### src/rtl/sram_burst_ctrl_if.sv
// Signal bundle between a burst requester, sram_burst_ctrl and the SRAM it drives.
// Handshakes (cmd, wr, rd): a transfer happens on a rising edge where valid and ready are both 1; valid holds its payload until then.
interface sram_burst_ctrl_if #(
    parameter int DW = 64,
    parameter int AW = 6
);
    logic          i_cmd_valid;
    logic          o_cmd_ready;
    logic          i_cmd_write;
    logic [AW-1:0] i_cmd_addr;
    logic [AW-1:0] i_cmd_len;
    logic          i_wr_valid;
    logic          o_wr_ready;
    logic [DW-1:0] i_wr_data;
    logic          o_rd_valid;
    logic          i_rd_ready;
    logic [DW-1:0] o_rd_data;
    logic          o_done;
    logic [DW-1:0] o_mem_data;
    logic [AW-1:0] o_mem_addr;
    logic          o_mem_wen;
    logic          o_mem_oen;
    logic [DW-1:0] i_mem_data;
    logic [1:0]    o_dbg_state;

    modport slave (
        input  i_cmd_valid, i_cmd_write, i_cmd_addr, i_cmd_len,
        input  i_wr_valid, i_wr_data, i_rd_ready, i_mem_data,
        output o_cmd_ready, o_wr_ready, o_rd_valid, o_rd_data, o_done,
        output o_mem_data, o_mem_addr, o_mem_wen, o_mem_oen, o_dbg_state
    );

    modport master (
        output i_cmd_valid, i_cmd_write, i_cmd_addr, i_cmd_len,
        output i_wr_valid, i_wr_data, i_rd_ready, i_mem_data,
        input  o_cmd_ready, o_wr_ready, o_rd_valid, o_rd_data, o_done,
        input  o_mem_data, o_mem_addr, o_mem_wen, o_mem_oen, o_dbg_state
    );
endinterface

### src/rtl/sram_burst_ctrl.sv
// Burst controller in front of a 64 x 64-bit SRAM: streams write beats in, read beats out
// through a small return FIFO, one beat per cycle, with mutually exclusive wen/oen strobes.
module sram_burst_ctrl #(
    parameter int DW = 64,
    parameter int AW = 6,
    parameter int FD = 4
) (
    input  logic             i_clk,
    input  logic             i_rst,
    sram_burst_ctrl_if.slave bus
);
    localparam int PW = $clog2(FD);
    localparam logic [AW:0]   ONE_BEAT  = (AW+1)'(1);
    localparam logic [AW-1:0] ADDR_STEP = AW'(1);

    typedef enum logic [1:0] {IDLE = 2'd0, WRITE = 2'd1, READ = 2'd2, DRAIN = 2'd3} state_t;

    state_t        r_state;
    logic          r_cmd_ready;
    logic          r_done;
    logic          r_mem_wen;
    logic          r_mem_oen;
    logic          r_oen_d;
    logic [AW-1:0] r_addr;
    logic [AW-1:0] r_mem_addr;
    logic [AW:0]   r_remain;
    logic [DW-1:0] r_mem_data;
    logic [DW-1:0] r_fifo [FD];
    logic [PW-1:0] r_wptr;
    logic [PW-1:0] r_rptr;
    logic [PW:0]   r_count;

    logic          w_push;
    logic          w_pop;
    logic          w_can_issue;
    logic [PW+1:0] w_occupancy;

    // SRAM data is valid the cycle after an oen cycle, so it is captured one cycle later still.
    assign w_push      = r_oen_d;
    assign w_pop       = (r_count != '0) && bus.i_rd_ready;
    assign w_occupancy = (PW+2)'(r_count) + (PW+2)'(r_mem_oen) + (PW+2)'(r_oen_d);
    assign w_can_issue = w_occupancy < (PW+2)'(FD);

    always_ff @(posedge i_clk or posedge i_rst) begin
        if (i_rst) begin
            r_state     <= IDLE;
            r_cmd_ready <= 1'b0;
            r_done      <= 1'b0;
            r_mem_wen   <= 1'b0;
            r_mem_oen   <= 1'b0;
            r_oen_d     <= 1'b0;
            r_addr      <= '0;
            r_mem_addr  <= '0;
            r_remain    <= '0;
            r_mem_data  <= '0;
        end else begin
            r_done    <= 1'b0;
            r_mem_wen <= 1'b0;
            r_mem_oen <= 1'b0;
            r_oen_d   <= r_mem_oen;
            case (r_state)
                IDLE: begin
                    r_cmd_ready <= 1'b1;
                    if (bus.i_cmd_valid && r_cmd_ready) begin
                        r_cmd_ready <= 1'b0;
                        r_addr      <= bus.i_cmd_addr;
                        r_remain    <= (AW+1)'(bus.i_cmd_len) + ONE_BEAT;
                        r_state     <= bus.i_cmd_write ? WRITE : READ;
                    end
                end
                WRITE: begin
                    if (bus.i_wr_valid) begin
                        r_mem_wen  <= 1'b1;
                        r_mem_addr <= r_addr;
                        r_mem_data <= bus.i_wr_data;
                        r_addr     <= r_addr + ADDR_STEP;
                        r_remain   <= r_remain - ONE_BEAT;
                        if (r_remain == ONE_BEAT) begin
                            r_state     <= IDLE;
                            r_done      <= 1'b1;
                            r_cmd_ready <= 1'b1;
                        end
                    end
                end
                READ: begin
                    if (w_can_issue) begin
                        r_mem_oen  <= 1'b1;
                        r_mem_addr <= r_addr;
                        r_addr     <= r_addr + ADDR_STEP;
                        r_remain   <= r_remain - ONE_BEAT;
                        if (r_remain == ONE_BEAT) r_state <= DRAIN;
                    end
                end
                DRAIN: begin
                    // Finish on the pop of the final beat, with nothing left in flight.
                    if (!r_mem_oen && !r_oen_d && r_count == (PW+1)'(1) && w_pop) begin
                        r_state     <= IDLE;
                        r_done      <= 1'b1;
                        r_cmd_ready <= 1'b1;
                    end
                end
                default: r_state <= IDLE;
            endcase
        end
    end

    always_ff @(posedge i_clk or posedge i_rst) begin
        if (i_rst) begin
            r_wptr  <= '0;
            r_rptr  <= '0;
            r_count <= '0;
        end else begin
            if (w_push) r_wptr <= r_wptr + PW'(1);
            if (w_pop)  r_rptr <= r_rptr + PW'(1);
            if (w_push && !w_pop)      r_count <= r_count + (PW+1)'(1);
            else if (!w_push && w_pop) r_count <= r_count - (PW+1)'(1);
        end
    end

    always_ff @(posedge i_clk) begin
        if (w_push) r_fifo[r_wptr] <= bus.i_mem_data;
    end

    assign bus.o_cmd_ready = r_cmd_ready;
    assign bus.o_wr_ready  = (r_state == WRITE);
    assign bus.o_rd_valid  = (r_count != '0);
    assign bus.o_rd_data   = r_fifo[r_rptr];
    assign bus.o_done      = r_done;
    assign bus.o_mem_data  = r_mem_data;
    assign bus.o_mem_addr  = r_mem_addr;
    assign bus.o_mem_wen   = r_mem_wen;
    assign bus.o_mem_oen   = r_mem_oen;
    assign bus.o_dbg_state = r_state;
endmodule

### src/flat_wrapper.sv
// flat-port wrapper written by rule: the top's interface ports become plain ports
module sram_burst_ctrl_flat 
#(
    parameter int DW = 64,
    parameter int AW = 6,
    parameter int FD = 4
)
  (i_clk, i_rst, bus_i_cmd_valid, bus_i_cmd_write, bus_i_cmd_addr, bus_i_cmd_len, bus_i_wr_valid, bus_i_wr_data, bus_i_rd_ready, bus_i_mem_data, bus_o_cmd_ready, bus_o_wr_ready, bus_o_rd_valid, bus_o_rd_data, bus_o_done, bus_o_mem_data, bus_o_mem_addr, bus_o_mem_wen, bus_o_mem_oen, bus_o_dbg_state);
  sram_burst_ctrl_if #(.DW(DW), .AW(AW)) bus_i ();
  input  logic i_clk;
  input  logic i_rst;
  input wire logic [$bits(bus_i.i_cmd_valid)-1:0] bus_i_cmd_valid;
  input wire logic [$bits(bus_i.i_cmd_write)-1:0] bus_i_cmd_write;
  input wire logic [$bits(bus_i.i_cmd_addr)-1:0] bus_i_cmd_addr;
  input wire logic [$bits(bus_i.i_cmd_len)-1:0] bus_i_cmd_len;
  input wire logic [$bits(bus_i.i_wr_valid)-1:0] bus_i_wr_valid;
  input wire logic [$bits(bus_i.i_wr_data)-1:0] bus_i_wr_data;
  input wire logic [$bits(bus_i.i_rd_ready)-1:0] bus_i_rd_ready;
  input wire logic [$bits(bus_i.i_mem_data)-1:0] bus_i_mem_data;
  output wire logic [$bits(bus_i.o_cmd_ready)-1:0] bus_o_cmd_ready;
  output wire logic [$bits(bus_i.o_wr_ready)-1:0] bus_o_wr_ready;
  output wire logic [$bits(bus_i.o_rd_valid)-1:0] bus_o_rd_valid;
  output wire logic [$bits(bus_i.o_rd_data)-1:0] bus_o_rd_data;
  output wire logic [$bits(bus_i.o_done)-1:0] bus_o_done;
  output wire logic [$bits(bus_i.o_mem_data)-1:0] bus_o_mem_data;
  output wire logic [$bits(bus_i.o_mem_addr)-1:0] bus_o_mem_addr;
  output wire logic [$bits(bus_i.o_mem_wen)-1:0] bus_o_mem_wen;
  output wire logic [$bits(bus_i.o_mem_oen)-1:0] bus_o_mem_oen;
  output wire logic [$bits(bus_i.o_dbg_state)-1:0] bus_o_dbg_state;
  assign bus_i.i_cmd_valid = bus_i_cmd_valid;
  assign bus_i.i_cmd_write = bus_i_cmd_write;
  assign bus_i.i_cmd_addr = bus_i_cmd_addr;
  assign bus_i.i_cmd_len = bus_i_cmd_len;
  assign bus_i.i_wr_valid = bus_i_wr_valid;
  assign bus_i.i_wr_data = bus_i_wr_data;
  assign bus_i.i_rd_ready = bus_i_rd_ready;
  assign bus_i.i_mem_data = bus_i_mem_data;
  assign bus_o_cmd_ready = bus_i.o_cmd_ready;
  assign bus_o_wr_ready = bus_i.o_wr_ready;
  assign bus_o_rd_valid = bus_i.o_rd_valid;
  assign bus_o_rd_data = bus_i.o_rd_data;
  assign bus_o_done = bus_i.o_done;
  assign bus_o_mem_data = bus_i.o_mem_data;
  assign bus_o_mem_addr = bus_i.o_mem_addr;
  assign bus_o_mem_wen = bus_i.o_mem_wen;
  assign bus_o_mem_oen = bus_i.o_mem_oen;
  assign bus_o_dbg_state = bus_i.o_dbg_state;
  sram_burst_ctrl #(.DW(DW), .AW(AW), .FD(FD)) u_core (.i_clk(i_clk), .i_rst(i_rst), .bus(bus_i));
endmodule
### config.mk
export PLATFORM = sky130hd
export DESIGN_NAME = sram_burst_ctrl_flat
export DESIGN_NICKNAME = d
export VERILOG_FILES = /design/src/rtl/sram_burst_ctrl_if.sv /design/src/rtl/sram_burst_ctrl.sv /design/src/flat_wrapper.sv
export SDC_FILE = /design/constraint.sdc
export NUM_CORES = 1
export LEC_CHECK = 0
export BUFFER_PORTS_ARGS = -buffer_cell sky130_fd_sc_hd__buf_4
export CAP_MARGIN = 15
export CORE_MARGIN = 1.5
export CORE_UTILIZATION = 27
export CTS_CLUSTER_DIAMETER = 150
export DETAILED_ROUTE_END_ITERATION = 10
export HOLD_SLACK_MARGIN = 0.05
export PLACE_DENSITY_LB_ADDON = 0.15
export SYNTH_ARGS = -nofsm -noshare
export SYNTH_HDL_FRONTEND = slang
export SYNTH_SLANG_ARGS = --single-unit
### constraint.sdc
create_clock -name i_clk -period 8 [get_ports i_clk]
set_clock_uncertainty 0.2 [all_clocks]
set_input_delay 0.8 -clock i_clk [delete_from_list [all_inputs] [get_ports i_clk]]
set_output_delay 0.8 -clock i_clk [all_outputs]
set_load 0.01 [all_outputs]
; Word-level counts from Yosys, hierarchy flattened
; Memories as Yosys holds them, arrays and structs flattened.
; Index checks and enable logic that the tools add are counted.
[word_totals]
ff_bits = 97
latchBits = 0
mem_bits_rw = 256
rom_bits = 0
in_bits = 146
out_inout_bits = 142
n_memories = 1
[op_classes]
add_sub_neg = 9
multipliers = 0
div_mod_pow = 0
order_cmp = 1
eq_ne = 11
n_shift = 0
muxes = 36
n_bitwise = 0
n_reduce_logical = 21
[memory_table]
columns = memory, words, width, read_ports, rd_ports_with_merged_regs, write_ports, line
row1 = u_core.r_fifo, 4, 64, 1, 0, 1, sram_burst_ctrl.sv:28  ; logic [DW-1:0] r_fifo [FD];
[ops]
columns = op, count
row1 = 6-bit two-way mux, 5
row2 = 7-bit two-way mux, 3
row3 = 7-bit case mux with 3 select lines, 1
row4 = 6-bit case mux with 3 select lines, 1
row5 = 2-bit two-way mux, 7
row6 = 1-bit two-way mux, 13
row7 = 6-bit case mux with 2 select lines, 1
row8 = "2-bit by 1-bit != test with 1-bit output, second input constant", 5
row9 = 3-bit nonzero test, 3
row10 = 2-bit case mux with 4 select lines, 1
row11 = 4-bit AND reduction, 2
row12 = "6-bit by 1-bit adder with 7-bit output, second input constant", 1
row13 = "7-bit by 1-bit equality test with 1-bit output, second input constant", 1
row14 = 1-bit logical AND, 7
row15 = "7-bit by 1-bit subtractor with 7-bit output, second input constant", 1
row16 = "6-bit by 1-bit adder with 6-bit output, second input constant", 1
row17 = 3-bit two-way mux, 2
row18 = 6-bit AND reduction, 1
row19 = "2-bit by 1-bit adder with 2-bit output, second input constant", 2
row20 = 3-bit by 1-bit adder with 4-bit output, 1
row21 = 4-bit by 1-bit adder with 4-bit output, 1
row22 = "2-bit equality test, second input constant", 2
row23 = "4-bit by 3-bit less-than comparator with 1-bit output, second input constant", 1
row24 = 2-bit nonzero test, 2
row25 = 11 further kinds, 13

; Depth between registers and ports, before layout
; Gate-level depths: netlist (run 1).
[depth]
depth_word = 6
mapped_depth = 8
depth_no_buf = 8

; Worst setup path after synthesis (run 1)
; No wires, ideal clock.
[synth_timing]
path_type = register to register
startpoint = register u_core.r_wptr[0]
endpoint = memory u_core.r_fifo[0][0], enable pin
t_arrival_ns = 2.126
slack_ns = 5.245
stages_incl_launch_ff = 4
path_buffers = 0
cell_sequence = dfrtp_1 > inv_1 > ha_1 > and2_1
[synth_lines]
columns = item, line
row1 = start: declaration, sram_burst_ctrl.sv:29  ; logic [PW-1:0] r_wptr;
row2 = start signal: assignment, sram_burst_ctrl.sv:113  ; if (w_push) r_wptr <= r_wptr + PW'(1);
row3 = end: declaration, sram_burst_ctrl.sv:28
; No word-level cell before the write port.

; Worst setup path in the final report (run 1)
[layout_timing]
startpoint = register u_core.r_rptr[0]
endpoint = output port bus_o_rd_data[55]
[layout_between]
elab_chain_len = 1
[layout_rtl]
columns = item, line
row1 = start: declaration, sram_burst_ctrl.sv:30  ; logic [PW-1:0] r_rptr;
row2 = start signal: assignment, sram_burst_ctrl.sv:114  ; if (w_pop) r_rptr <= r_rptr + PW'(1);
row3 = memory 4 x 64 bit, n/a
row4 = end: declaration, flat_wrapper.sv:23  ; output wire logic [$bits(bus_i.o_rd_data)-1:0] bus_o_rd_data;
; No other way between the ends.

==> results of run 1 <==
-- cell type report --
class                   instances  area share
inverters                      17     0.00374
multi-input cells             272       0.180
flip-flops and latches        353       0.570
clock inverters                23      0.0120
well taps                     664      0.0468
clock buffers                  51      0.0623
repair buffers                295       0.125
-- repair_timing --
item,CTS,global route
endpoints found under the setup margin,0,0
hold buffers,1,0
endpoints found under the hold margin,28,0
-- layer usage --
layer / share of wire / routed length, um / vias up / global-route usage
li1: - / - / 3275 / -
met1: 0.43 / 13000 / 3632 / 0.148
met2: 0.47 / 14100 / 224 / 0.183
met3: 0.080 / 2420 / 50 / 0.0476
met4: 0.022 / 653 / 4 / 0.0359
met5: 0.0010 / 31 / - / 0
-- cells in the mapped netlist --
master                      number  share of area
sky130_fd_sc_hd__a21o_1          1        0.00056
sky130_fd_sc_hd__xor2_1          6         0.0039
sky130_fd_sc_hd__nor3_1          6         0.0022
sky130_fd_sc_hd__mux2i_1         4         0.0030
sky130_fd_sc_hd__or2b_1          1        0.00056
sky130_fd_sc_hd__o211ai_1        1        0.00056
sky130_fd_sc_hd__nor4_1          2        0.00093
sky130_fd_sc_hd__edfxtp_1      256           0.57
sky130_fd_sc_hd__nor2_1         10         0.0028
sky130_fd_sc_hd__clkbuf_1       13         0.0036
sky130_fd_sc_hd__a2bb2oi_1       1        0.00065
sky130_fd_sc_hd__nor4b_1         1        0.00065
sky130_fd_sc_hd__nand3b_1        1        0.00056
sky130_fd_sc_hd__clkinv_1        1        0.00028
sky130_fd_sc_hd__ha_1           19          0.018
sky130_fd_sc_hd__buf_1           6         0.0017
sky130_fd_sc_hd__a21oi_1         8         0.0030
sky130_fd_sc_hd__nand3_1         7         0.0026
sky130_fd_sc_hd__o31a_1          2         0.0013
sky130_fd_sc_hd__mux4_2         64           0.11
sky130_fd_sc_hd__o21a_1          3         0.0017
sky130_fd_sc_hd__nand2_2         1        0.00046
sky130_fd_sc_hd__and3_1          1        0.00046
sky130_fd_sc_hd__o22a_1          4         0.0026
sky130_fd_sc_hd__dfrtp_1        97           0.18
sky130_fd_sc_hd__o22ai_1         3         0.0014
sky130_fd_sc_hd__xnor2_1         4         0.0026
sky130_fd_sc_hd__a211o_1         2         0.0013
sky130_fd_sc_hd__nand2_1        20         0.0056
sky130_fd_sc_hd__a222oi_1        1        0.00074
sky130_fd_sc_hd__a31oi_1         5         0.0023
sky130_fd_sc_hd__nand2b_1        1        0.00046
sky130_fd_sc_hd__buf_2           6         0.0022
sky130_fd_sc_hd__o21ai_0        12         0.0045
sky130_fd_sc_hd__and2_1          6         0.0028
sky130_fd_sc_hd__inv_1          16         0.0045
sky130_fd_sc_hd__buf_6           1        0.00084
sky130_fd_sc_hd__or3_1           1        0.00046
sky130_fd_sc_hd__nand4_1         1        0.00046
sky130_fd_sc_hd__mux2_2         72          0.060
sky130_fd_sc_hd__or4_1           1        0.00056
-- metrics by stage --
step	setup WS [ps]	hold WS, ps
final	4070	252
after global routing	3780	222
after CTS	3860	205
after detailed placement	4480	242
after global placement	4510	248
after floorplan	4470	255
-- state kept, by name (all words and copies together), names as in the netlist --
register	count
u_core.bus.o_cmd_ready	1
u_core.bus.o_dbg_state	2
u_core.bus.o_done	1
u_core.bus.o_mem_addr	6
u_core.bus.o_mem_data	64
u_core.bus.o_mem_oen	1
u_core.bus.o_mem_wen	1
u_core.r_addr	6
u_core.r_count	3
u_core.r_fifo	256
u_core.r_oen_d	1
u_core.r_remain	7
u_core.r_rptr	2
u_core.r_wptr	2
-- kinds of logic after synthesis --
logic type,after synthesis,share of synthesized area
AOI/OAI and AO/OA,43,0.0205
xor gates and xnor gates,10,0.00650
adders and majority gates,19,0.0176
buffers and inverters,43,0.0131
DFF,353,0.751
muxes,140,0.170
and+or+nand+nor,60,0.0215
-- where the power goes --
part / total, W / switching [W] / leakage (nW) / internal (W)
clock network: 0.00184 / 0.000726 / 0.651 / 0.00111
registers: 0.00197 / 0.00000198 / 3.61 / 0.00197
logic: 0.0000873 / 0.0000372 / 2.66 / 0.0000501
-- worst max path at each step --
stage	cells past startpoint	end	from	slack [ps]
final	3	bus_o_rd_data[55]	u_core.r_rptr[0]	4070
after global routing	3	bus_o_rd_data[55]	u_core.r_rptr[0]	3780
after CTS	3	bus_o_rd_data[55]	u_core.r_rptr[0]	3860
after detailed placement	3	bus_o_rd_data[55]	u_core.r_rptr[0]	4480
after global placement	3	bus_o_rd_data[58]	u_core.r_rptr[0]	4510
after floorplan	1	u_core.bus.o_cmd_ready	i_rst	4470
-- worst max-delay path: stages, from the launching register on --
cell	delay (ps)
sky130_fd_sc_hd__dfrtp_4	740
sky130_fd_sc_hd__buf_4	820
sky130_fd_sc_hd__mux4_2	640
sky130_fd_sc_hd__buf_4	170
==> parameters.txt, run 1 <==
Parameter                              Value

Finish
  Total Nets Final ... between 1k and 1.5k
  Area of the multi-input gates ... 3190 um^2
  Number of antenna diodes ... 0
  Number of fill cells in the layout ... 4689
  Final Cell Area ... 17700 um^2
  Final core area utilization ... 0.362
  Number of non-filler instances in the completed layout ... approximately 1.7k
  Commonest non-fill, non-tap cell in the layout ... sky130_fd_sc_hd__buf_4
  Commonest cells after routing, fill and taps aside ... sky130_fd_sc_hd__buf_4 (294), sky130_fd_sc_hd__edfxtp_1 (256), sky130_fd_sc_hd__dfrtp_1 (95)
  Fraction of final layout cells sized beyond drive strength 1 ... 0.491
  Sequential Area ... 10100 um^2
  Synth-to-Final Area Change ... 31.7%

Worst setup path
  Worst r2r dst ... u_core.r_addr[5]
  Slack of the worst reg-to-reg path ... 4930 ps
  Depth of the most critical reg-to-reg path ... 6
  Kind of critical path ... flop to output port
  Largest fanout on the critical path ... 45
  Worst endpoint data arrival time ... 2930 ps
  Kind of capture point of the worst setup path ... output port
  Startpoint type of the worst setup path ... flop
  Crit path required time ... 7000 ps
  Startpoint of the worst-slack reg-to-reg timing path ... u_core.r_oen_d

Synthesis
  Sequential-to-total area share from yosys stat ... 0.751
  Syn_area_per_cell ... around 20 um^2
  Cells after Synth ... 668
  Number of warnings reported in the yosys synthesis log ... 0
  Count of state elements after synthesis ... approximately 350
  Synthesized area ... ~13000 um^2
  Net count after synthesis ... 833
  Count of unique library cells instantiated by Yosys ... 41

Clock network
  TritonCTS clock tree ... yes
  CTS Root Buffer Type ... sky130_fd_sc_hd__clkbuf_16
  Clock latency of the later-clocked register in the worst-skew pair ... 550 ps
  Maximum count of clock buffers along a single path ... 3
  Num CTS Buffers ... 42
  TritonCTS sink count ... 353
  Clock-pin slew on the worst setup and hold paths ... 60 ps
  CTS resizes ... 0
  Total setup buffers inserted after CTS ... 0
  H-tree levels ... 2

Power
  Total power divided by cell area ... 219 nW/um^2
  Reported leakage power ... 6.92 nW
  Overall power ... 0.00389 W
  Maximum resistive drop on vdd ... 169 uV

STA
  Setup repair after global routing missed its margin ... no
  Max Clk Rate ... 254 MHz
  Setup violators final ... 0
  Final hold viol count ... 0
  Final critical path time including I/O delays and setup ... 3930 ps
  Setup TNS Final ... 0 ps
  Final Cycle Share ... 0.492
  Count of pins over their slew limit ... 0
  Slew at the pin closest to its max-slew limit ... 1100 ps
  Max transition margin ... 0.266

Place
  Number of cells after detailed placement ... around 1.6k
  Final HPWL DP ... between 15000 and 20000 um
  Number of buffers added on ports ... 287
  DP Area ... ~16000 um^2
  Final RePlAce weighted congestion ... 0.705

Drt
  Total via count after detailed routing ... 7185
  DR vias/cell ... 4.29
  Antenna-violating nets left ... 0
  Post-DR wirelength/cell ... 18.1 um
  Residual DRC count ... 0
  DRT Pass-1 Iters ... 4
  Routed wire length ... 30300 um
  Number of violations reported at the end of detailed-routing iteration 0 ... 276

Die
  Starting utilization of the core area ... 0.275
  Die outline area ... 51300 um^2
  Die outline width ... around 230 um
  Cell Rows ... 81
  Core area ... about 49000 um^2
  Die boundary height ... 226 um
  IO Pins ... 288

GRT
  Pin count of the biggest net entering global routing ... 70
  Global-route wire length before repair ... 45400 um
  Global-route usage over all layers ... 0.117
  Total global routing overflow ... 0
  Antenna violations before repair ... 2
  Via count of the first global-routing pass ... 7612

Job
  Max-capacitance violation count ... 0

Worst hold path
  Hold Path Stages ... 0
  End of the worst hold path ... u_core.r_oen_d
  Worst min path class ... flop to flop
  Start point of the worst hold path ... u_core.bus.o_mem_oen

Outcome
  Status ... complete, no violations
Power figures use the tool's default switching activity.
==> run 2: changes to the inputs <==
ABC_AREA = 1   (was default)
clock period = 3.4 ns   (was 8 ns; I/O delays follow)
==> run 2 against run 1 <==
  * Largest cell class unchanged
  * Count of clock-buffer cells in the layout up 3
  * Non-clock buffer count up 161
  * Highest routed layer unchanged
  * Sequential power grew to 3.0 times the previous value
  * Critical path type unchanged
  * Clock power increased to 2.7 times the previous value
  * Design area rose by 12%
  * Critical endpoint is now bus_o_rd_data[61]
==> parameters.txt, run 2 <==
Parameter                              Value

Outcome
  Status ... complete, no violations

Synthesis
  Most common library cells after synthesis ... sky130_fd_sc_hd__nand2_1 (266), sky130_fd_sc_hd__edfxtp_1 (256), sky130_fd_sc_hd__nor2_1 (149), sky130_fd_sc_hd__o21ai_0 (149), sky130_fd_sc_hd__dfrtp_1 (97)
  Net count after synthesis ... 1337 (+61%)
  Dominant register cell in the synthesized netlist ... sky130_fd_sc_hd__edfxtp_1
  Syn_area_per_cell ... 11.9 um^2 (-41%)
  Number of flops mapped to enable cells by yosys ... 256 (unchanged)
  Largest cells by area after synthesis ... sky130_fd_sc_hd__edfxtp_1 (55%), sky130_fd_sc_hd__dfrtp_1 (17%), sky130_fd_sc_hd__nand2_1 (7.1%)
  Top cell type's share of synthesized area ... 0.550 (-0.0201)
  Leading area contributor after synthesis ... sky130_fd_sc_hd__edfxtp_1
  Synthesized area ... 14000 um^2 (+3.7%)
  Sequential-to-total area share from yosys stat ... 0.724 (-0.0265)
  Count of state elements after synthesis ... 353 (unchanged)
  Library cell with the highest instance count after synthesis ... sky130_fd_sc_hd__nand2_1
  Number of warnings reported in the yosys synthesis log ... 0 (unchanged)
  Count of unique library cells instantiated by Yosys ... 29 (-29%)
  FFs w/ async S/R, synth ... 0.275 (unchanged)
  Cells after Synth ... 1172 (+75%)

GRT
  Pin count of the biggest net entering global routing ... 130 (+86%)
  Via count of the first global-routing pass ... 10.4k (+37%)
  Global-route wire length before repair ... 60400 um (+33%)
  Antenna violations before repair ... 4 (+2)
  Total global routing overflow ... 0 (unchanged)
  Global-route usage over all layers ... 0.146 (+0.0288)

Power
  Total power divided by cell area ... 862 nW/um^2 (+290%)
  Maximum resistive drop on vdd ... 483 uV (+190%)
  Reported leakage power ... 8.17 nW (+18%)

Worst setup path
  Worst path bufs/invs ... 3 (+1)
  Slack of the worst reg-to-reg path ... 720 ps (-4210 ps)
  Startpoint of the worst-slack reg-to-reg timing path ... u_core.bus.o_dbg_state[1]
  CP most frequent cell ... sky130_fd_sc_hd__buf_4
  Crit path required time ... 2860 ps (-4140 ps)
  CP delay by family, top ... buffers and inverters
  Kind of critical path ... flop to output port
  Worst endpoint data arrival time ... 2500 ps (-430 ps)
  Startpoint type of the worst setup path ... flop
  Highest cell delay on the worst timing path ... 500 ps (-320 ps)
  Depth of the most critical reg-to-reg path ... 7 (+1)
  Largest fanout on the critical path ... 49 (+8.9%)
  Max stage delay cell, worst path ... sky130_fd_sc_hd__dfrtp_4
  Worst r2r dst ... u_core.r_remain[5]
  Kind of capture point of the worst setup path ... output port
  Critical-path cell list ... inv_4, buf_4, o21ai_0, o22ai_1, buf_4

Drt
  DR vias/cell ... 4.36 (+1.5%)
  Post-DR wirelength/cell ... 16.7 um (-7.3%)
  Number of violations reported at the end of detailed-routing iteration 0 ... 412 (+49%)
  Antenna-violating nets left ... 0 (unchanged)
  Total via count after detailed routing ... 10.1k (+41%)
  Residual DRC count ... 0 (unchanged)
  DRT Pass-1 Iters ... 4 (unchanged)
  Routed wire length ... 39000 um (+29%)

STA
  Max Clk Rate ... 329 MHz
  Max transition margin ... 0.384 (+0.118)
  Final critical path time including I/O delays and setup ... between 3000 and 4000 ps
  Setup violators final ... 0 (unchanged)
  Final hold viol count ... 0 (unchanged)
  Slew at the pin closest to its max-slew limit ... 918 ps (-183 ps)
  Setup TNS Final ... 0 ps (unchanged)
  Setup repair after global routing missed its margin ... no
  Count of pins over their slew limit ... 0 (unchanged)
  Final Cycle Share ... 0.894

Clock network
  Clock latency of the later-clocked register in the worst-skew pair ... 550 ps (about the same)
  Maximum count of clock buffers along a single path ... 3 (unchanged)
  TritonCTS sink count ... 353 (unchanged)
  CTS Root Buffer Type ... sky130_fd_sc_hd__clkbuf_16
  Num CTS Buffers ... 42 (unchanged)
  Total setup buffers inserted after CTS ... 0 (unchanged)
  Clock-pin slew on the worst setup and hold paths ... 60 ps (about the same)
  H-tree levels ... 2 (unchanged)
  TritonCTS clock tree ... yes

Finish
  Final Cell Area ... 19900 um^2 (+12%)
  Commonest cells after routing, fill and taps aside ... sky130_fd_sc_hd__buf_4 (303), sky130_fd_sc_hd__nand2_1 (265), sky130_fd_sc_hd__edfxtp_1 (256)
  Max FFs per register ... 256 (unchanged)
  Fraction of final layout cells sized beyond drive strength 1 ... 0.250 (-0.241)
  Synth-to-Final Area Change ... 42.7%
  Commonest non-fill, non-tap cell in the layout ... sky130_fd_sc_hd__buf_4
  Register with the most flip-flops ... u_core.r_fifo
  Total Nets Final ... 1776 (+55%)

Place
  DP Area ... 17000 um^2 (+3.3%)
  Final RePlAce weighted congestion ... 0.738 (+4.6%)
  Final HPWL DP ... 24100 um (+27%)
  Number of buffers added on ports ... 287 (unchanged)

Die
  IO Pins ... 288 (unchanged)
  Die outline area ... 53100 um^2 (+3.6%)
  Cell Rows ... 83 (+2.5%)
  Core area ... 51200 um^2 (+4.4%)
  Starting utilization of the core area ... 0.273 (-0.00189)
  Die boundary height ... 230 um (+1.8%)
  Die outline width ... 230 um (+1.8%)

Worst hold path
  End of the worst hold path ... u_core.bus.o_done
  Worst min path class ... input pin to flop
  Hold Path Stages ... 5 (+5)
  Start point of the worst hold path ... bus_i_rd_ready

Job
  Max-capacitance violation count ... 0 (unchanged)
## run 2: cell count changes in the layout (fill, tap and decap cells not counted), moves of 62 or more
| cell | delta |
|---|---|
| sky130_fd_sc_hd__nand2_1 | +245 |
| sky130_fd_sc_hd__mux4_2 | -64 |
| sky130_fd_sc_hd__dlygate4sd3_1 | +145 |
| sky130_fd_sc_hd__o21ai_0 | +137 |
| sky130_fd_sc_hd__o22ai_1 | +62 |
| sky130_fd_sc_hd__mux2_2 | -72 |
| sky130_fd_sc_hd__nor2_1 | +139 |
## run 2: worst max path at each step
stage	startpoint	to	slack, ps	cells after the start
floorplan	i_rst	u_core.bus.o_cmd_ready	330	1
detailed placement	u_core.r_rptr[0]	bus_o_rd_data[61]	880	5
global route	u_core.r_rptr[0]	bus_o_rd_data[61]	170	5
CTS	u_core.r_rptr[0]	bus_o_rd_data[61]	280	5
finish	u_core.r_rptr[0]	bus_o_rd_data[61]	360	5
global placement	u_core.r_rptr[0]	bus_o_rd_data[61]	900	5
## run 2: stage by stage
stage / power (W) / setup WS, ps / utilization / cells / hold WS (ps)
after detailed placement: 0.0124 / 879 / 0.331 / 2101 / 259
after CTS: 0.0175 / 282 / 0.389 / 2323 / 118
final: 0.0172 / 360 / 0.389 / 2326 / 142
after global placement: 0.0123 / 900 / 0.331 / 2101 / 261
after floorplan: 0.00944 / 326 / - / 1172 / 239
after global routing: 0.0183 / 169 / 0.389 / 2325 / 187
## run 2: kinds of logic after synthesis
kind of cell,share of synthesized area
flops,0.724
fa+ha+maj,0.0170
xor+xnor,0.00502
simple gates,0.129
compound gates,0.0905
buf+inv,0.0342
## run 2: metal layers
metal  track usage  up-vias  share of wire
met4        0.0396        2          0.020
li1              -     4948              -
met5             0        -        0.00041
met3        0.0493       56          0.075
met2         0.240      271           0.47
met1         0.183     4855           0.43
## run 2: area by class of cell
| type | count | area [um^2] |
|---|---|---|
| Antenna cell | 3 | 7.51 |
| Timing Repair Buffer | 456 | 3880 |
| Clock buffer | 54 | 1180 |
| Inverter | 48 | 193 |
| Fill cell | 4960 | 31300 |
| Sequential cell | 353 | 10100 |
| Multi-Input combinational cell | 710 | 3380 |
| Tap cell | 680 | 851 |
| Clock inverter | 22 | 329 |
## run 2: what timing repair did
item / in CTS / in global routing
endpoints found under the setup margin: 0 / 0
hold endpoints to repair: 384 / 0
hold buffers: 146 / 0
gates resized for setup: 0 / 0
## run 2: worst reg2reg max path, stage by stage, from the launching register on
cell and delay (ps):
sky130_fd_sc_hd__dfrtp_1 440, sky130_fd_sc_hd__inv_1 90, sky130_fd_sc_hd__ha_1 610, sky130_fd_sc_hd__inv_1 380, sky130_fd_sc_hd__nand3_1 180, sky130_fd_sc_hd__dlygate4sd3_1 580
sky130_fd_sc_hd__nand3_2 70, sky130_fd_sc_hd__nand2_1 70
## run 2: report_power, final
group / switching [W] / internal [W] / leakage [nW]
Combinational: 0.00376 / 0.00258 / 3.91
Sequential: 0.000443 / 0.00548 / 3.53
Clock: 0.00180 / 0.00312 / 0.737
Total: 0.00600 / 0.0112 / 8.17
==> run 3: changes to the inputs <==
ABC_AREA = 0   (was 1)
==> run 3 against run 2 <==
  * Sequential share of layout area rose by 1.7 points
  * Worst setup slack improved by 170 ps
  * Final cell count fell by 21%
  * Worst hold slack got worse by 56 ps
  * Global-route usage fell by 2.0 points
  * Fmax rose by 6.1%
  * Design area fell by 3.1%
  * Critical path depth fell by 2
  * Combinational power fell by 95%
  * Core utilization rose by 0.43 points
  * Die area fell by 3.5%
==> parameters.txt, run 3 (synthesized netlist as in run 1, its figures left out) <==
Parameter                              Value

Drt
  Residual DRC count ... 0 (unchanged)
  Number of violations reported at the end of detailed-routing iteration 0 ... 277 (-33%)
  Total via count after detailed routing ... 7769 (-23%)
  DR vias/cell ... 4.25 (-2.3%)
  Antenna-violating nets left ... 0 (unchanged)
  Routed wire length ... 32000 um (-18%)
  Post-DR wirelength/cell ... 17.5 um (+4.6%)
  DRT Pass-1 Iters ... 4 (unchanged)

Power
  Total power divided by cell area ... 479 nW/um^2 (-44%)
  Reported leakage power ... 7.54 nW (-7.7%)
  Maximum resistive drop on vdd ... 355 uV (-27%)

Finish
  Synth-to-Final Area Change ... 43.3%
  Commonest non-fill, non-tap cell in the layout ... sky130_fd_sc_hd__buf_4
  Max FFs per register ... 256 (unchanged)
  Total Nets Final ... 1294 (-27%)
  Fraction of final layout cells sized beyond drive strength 1 ... 0.434 (+0.185)
  Register with the most flip-flops ... u_core.r_fifo
  Number of non-filler instances in the completed layout ... 1826 (-21%)
  Commonest cells after routing, fill and taps aside ... sky130_fd_sc_hd__buf_4 (292), sky130_fd_sc_hd__edfxtp_1 (256), sky130_fd_sc_hd__dlygate4sd3_1 (144)

Place
  Number of cells after detailed placement ... 1606 (-24%)
  Final RePlAce weighted congestion ... 0.740 (+0.18%)
  Final HPWL DP ... 19800 um (-18%)
  Number of buffers added on ports ... 287 (unchanged)

STA
  Max Clk Rate ... 349 MHz (+6.1%)
  Setup TNS Final ... 0 ps (unchanged)
  Setup violators final ... 0 (unchanged)
  Final hold viol count ... 0 (unchanged)
  Setup repair after global routing missed its margin ... no
  Max transition margin ... 0.492 (+0.108)
  Count of pins over their slew limit ... 0 (unchanged)
  Final Cycle Share ... 0.843 (-0.0513)
  Slew at the pin closest to its max-slew limit ... 762 ps (-156 ps)
  Final critical path time including I/O delays and setup ... 2870 ps (-175 ps)

Outcome
  Status ... complete, no violations

Worst setup path
  Crit path required time ... 2860 ps (about the same)
  Critical-path cell list ... buf_12, mux4_2, buf_4
  Max stage delay cell, worst path ... sky130_fd_sc_hd__dfrtp_4
  Highest cell delay on the worst timing path ... 730 ps (+230 ps)
  Kind of capture point of the worst setup path ... output port
  Kind of critical path ... flop to output port
  CP delay by family, top ... flip-flops
  Startpoint type of the worst setup path ... flop
  Worst path bufs/invs ... 2 (-1)
  Startpoint of the worst-slack reg-to-reg timing path ... u_core.bus.o_dbg_state[0]
  Worst endpoint data arrival time ... 2330 ps (-170 ps)
  Setup crit start ... u_core.r_rptr[0]
  Largest fanout on the critical path ... 27 (-45%)

Die
  Cell Rows ... 81 (-2.4%)
  Die outline width ... 226 um (-1.8%)
  Die boundary height ... 226 um (-1.8%)
  IO Pins ... 288 (unchanged)
  Core area ... 49100 um^2 (-4.2%)
  Die outline area ... 51300 um^2 (-3.5%)
  Starting utilization of the core area ... 0.275 (+0.00189)

Worst hold path
  Worst min path class ... input pin to flop
  Start point of the worst hold path ... bus_i_cmd_valid

GRT
  Total global routing overflow ... 0 (unchanged)
  Via count of the first global-routing pass ... 8479 (-19%)
  Global-route wire length before repair ... 49300 um (-18%)
  Global-route usage over all layers ... 0.126 (-0.0197)
  Pin count of the biggest net entering global routing ... 57 (-56%)
  Antenna violations before repair ... 2 (-2)

Clock network
  Total setup buffers inserted after CTS ... 0 (unchanged)
  Clock latency of the later-clocked register in the worst-skew pair ... 550 ps (about the same)
  CTS Root Buffer Type ... sky130_fd_sc_hd__clkbuf_16
  Number of hold buffers added after cts ... 144 (-1.4%)
  Clock-pin slew on the worst setup and hold paths ... 60 ps (about the same)
  CTS resizes ... 0 (unchanged)
  H-tree levels ... 2 (unchanged)
  TritonCTS sink count ... 353 (unchanged)
  TritonCTS clock tree ... yes
  Num CTS Buffers ... 41 (-2.4%)
  Maximum count of clock buffers along a single path ... 3 (unchanged)

Job
  Max-capacitance violation count ... 0 (unchanged)
-- run 3: per-stage QoR --
stage	hold WS [ps]	worst slack [ps]	cell area, um^2	total power [W]	util
final	86.0	534	19300	0.00924	0.394
after global routing	101	389	19300	0.00959	0.394
after floorplan	239	326	13500	0.00476	-
after global placement	270	959	16600	0.00493	0.338
after CTS	64.2	429	19300	0.00942	0.394
after detailed placement	270	924	16600	0.00494	0.338
-- run 3: worst register-to-register path, stage by stage (launching register included) --
cell	delay, ps
sky130_fd_sc_hd__dfrtp_1	450
sky130_fd_sc_hd__inv_1	90
sky130_fd_sc_hd__ha_1	280
sky130_fd_sc_hd__and2_1	190
sky130_fd_sc_hd__a222oi_1	240
sky130_fd_sc_hd__buf_4	200
sky130_fd_sc_hd__nand2_1	60
sky130_fd_sc_hd__nor3_1	310
sky130_fd_sc_hd__mux2_2	380
-- run 3: where the power goes --
group	internal [W]	switching, W
combinational	0.000226	0.000121
clock	0.00253	0.00173
sequential	0.00463	0.00000464
-- run 3: final cells by class --
cell class / count / area, um^2
diodes: 2 / 5.00
clock buffers: 50 / 1060
clock inverters: 24 / 236
fillers: 4674 / 29700
inverters: 17 / 66.3
multi-input cells: 272 / 3190
flip-flops and latches: 353 / 10100
well taps: 664 / 831
repair buffers: 444 / 3790
-- run 3: per-layer routing --
layer / part of all wire / global-route usage / up-vias
met3: 0.069 / 0.0381 / 57
met5: 0 / 0 / -
li1: - / - / 3576
met4: 0.023 / 0.0424 / 0
met2: 0.47 / 0.202 / 229
met1: 0.44 / 0.163 / 3907
-- run 3: path summary, 6_finish.rpt --
kind	to	slack, ps	depth (start not counted)
worst min register to register	u_core.r_oen_d	270	0
min in group asynchronous	u_core.bus.o_mem_data[26]	280	3
worst max-delay path	bus_o_rd_data[36]	530	3
max in group asynchronous	u_core.bus.o_mem_data[41]	1970	4
worst min-delay path	u_core.bus.o_cmd_ready	90	4
worst max register to register	u_core.bus.o_dbg_state[0]	910	8
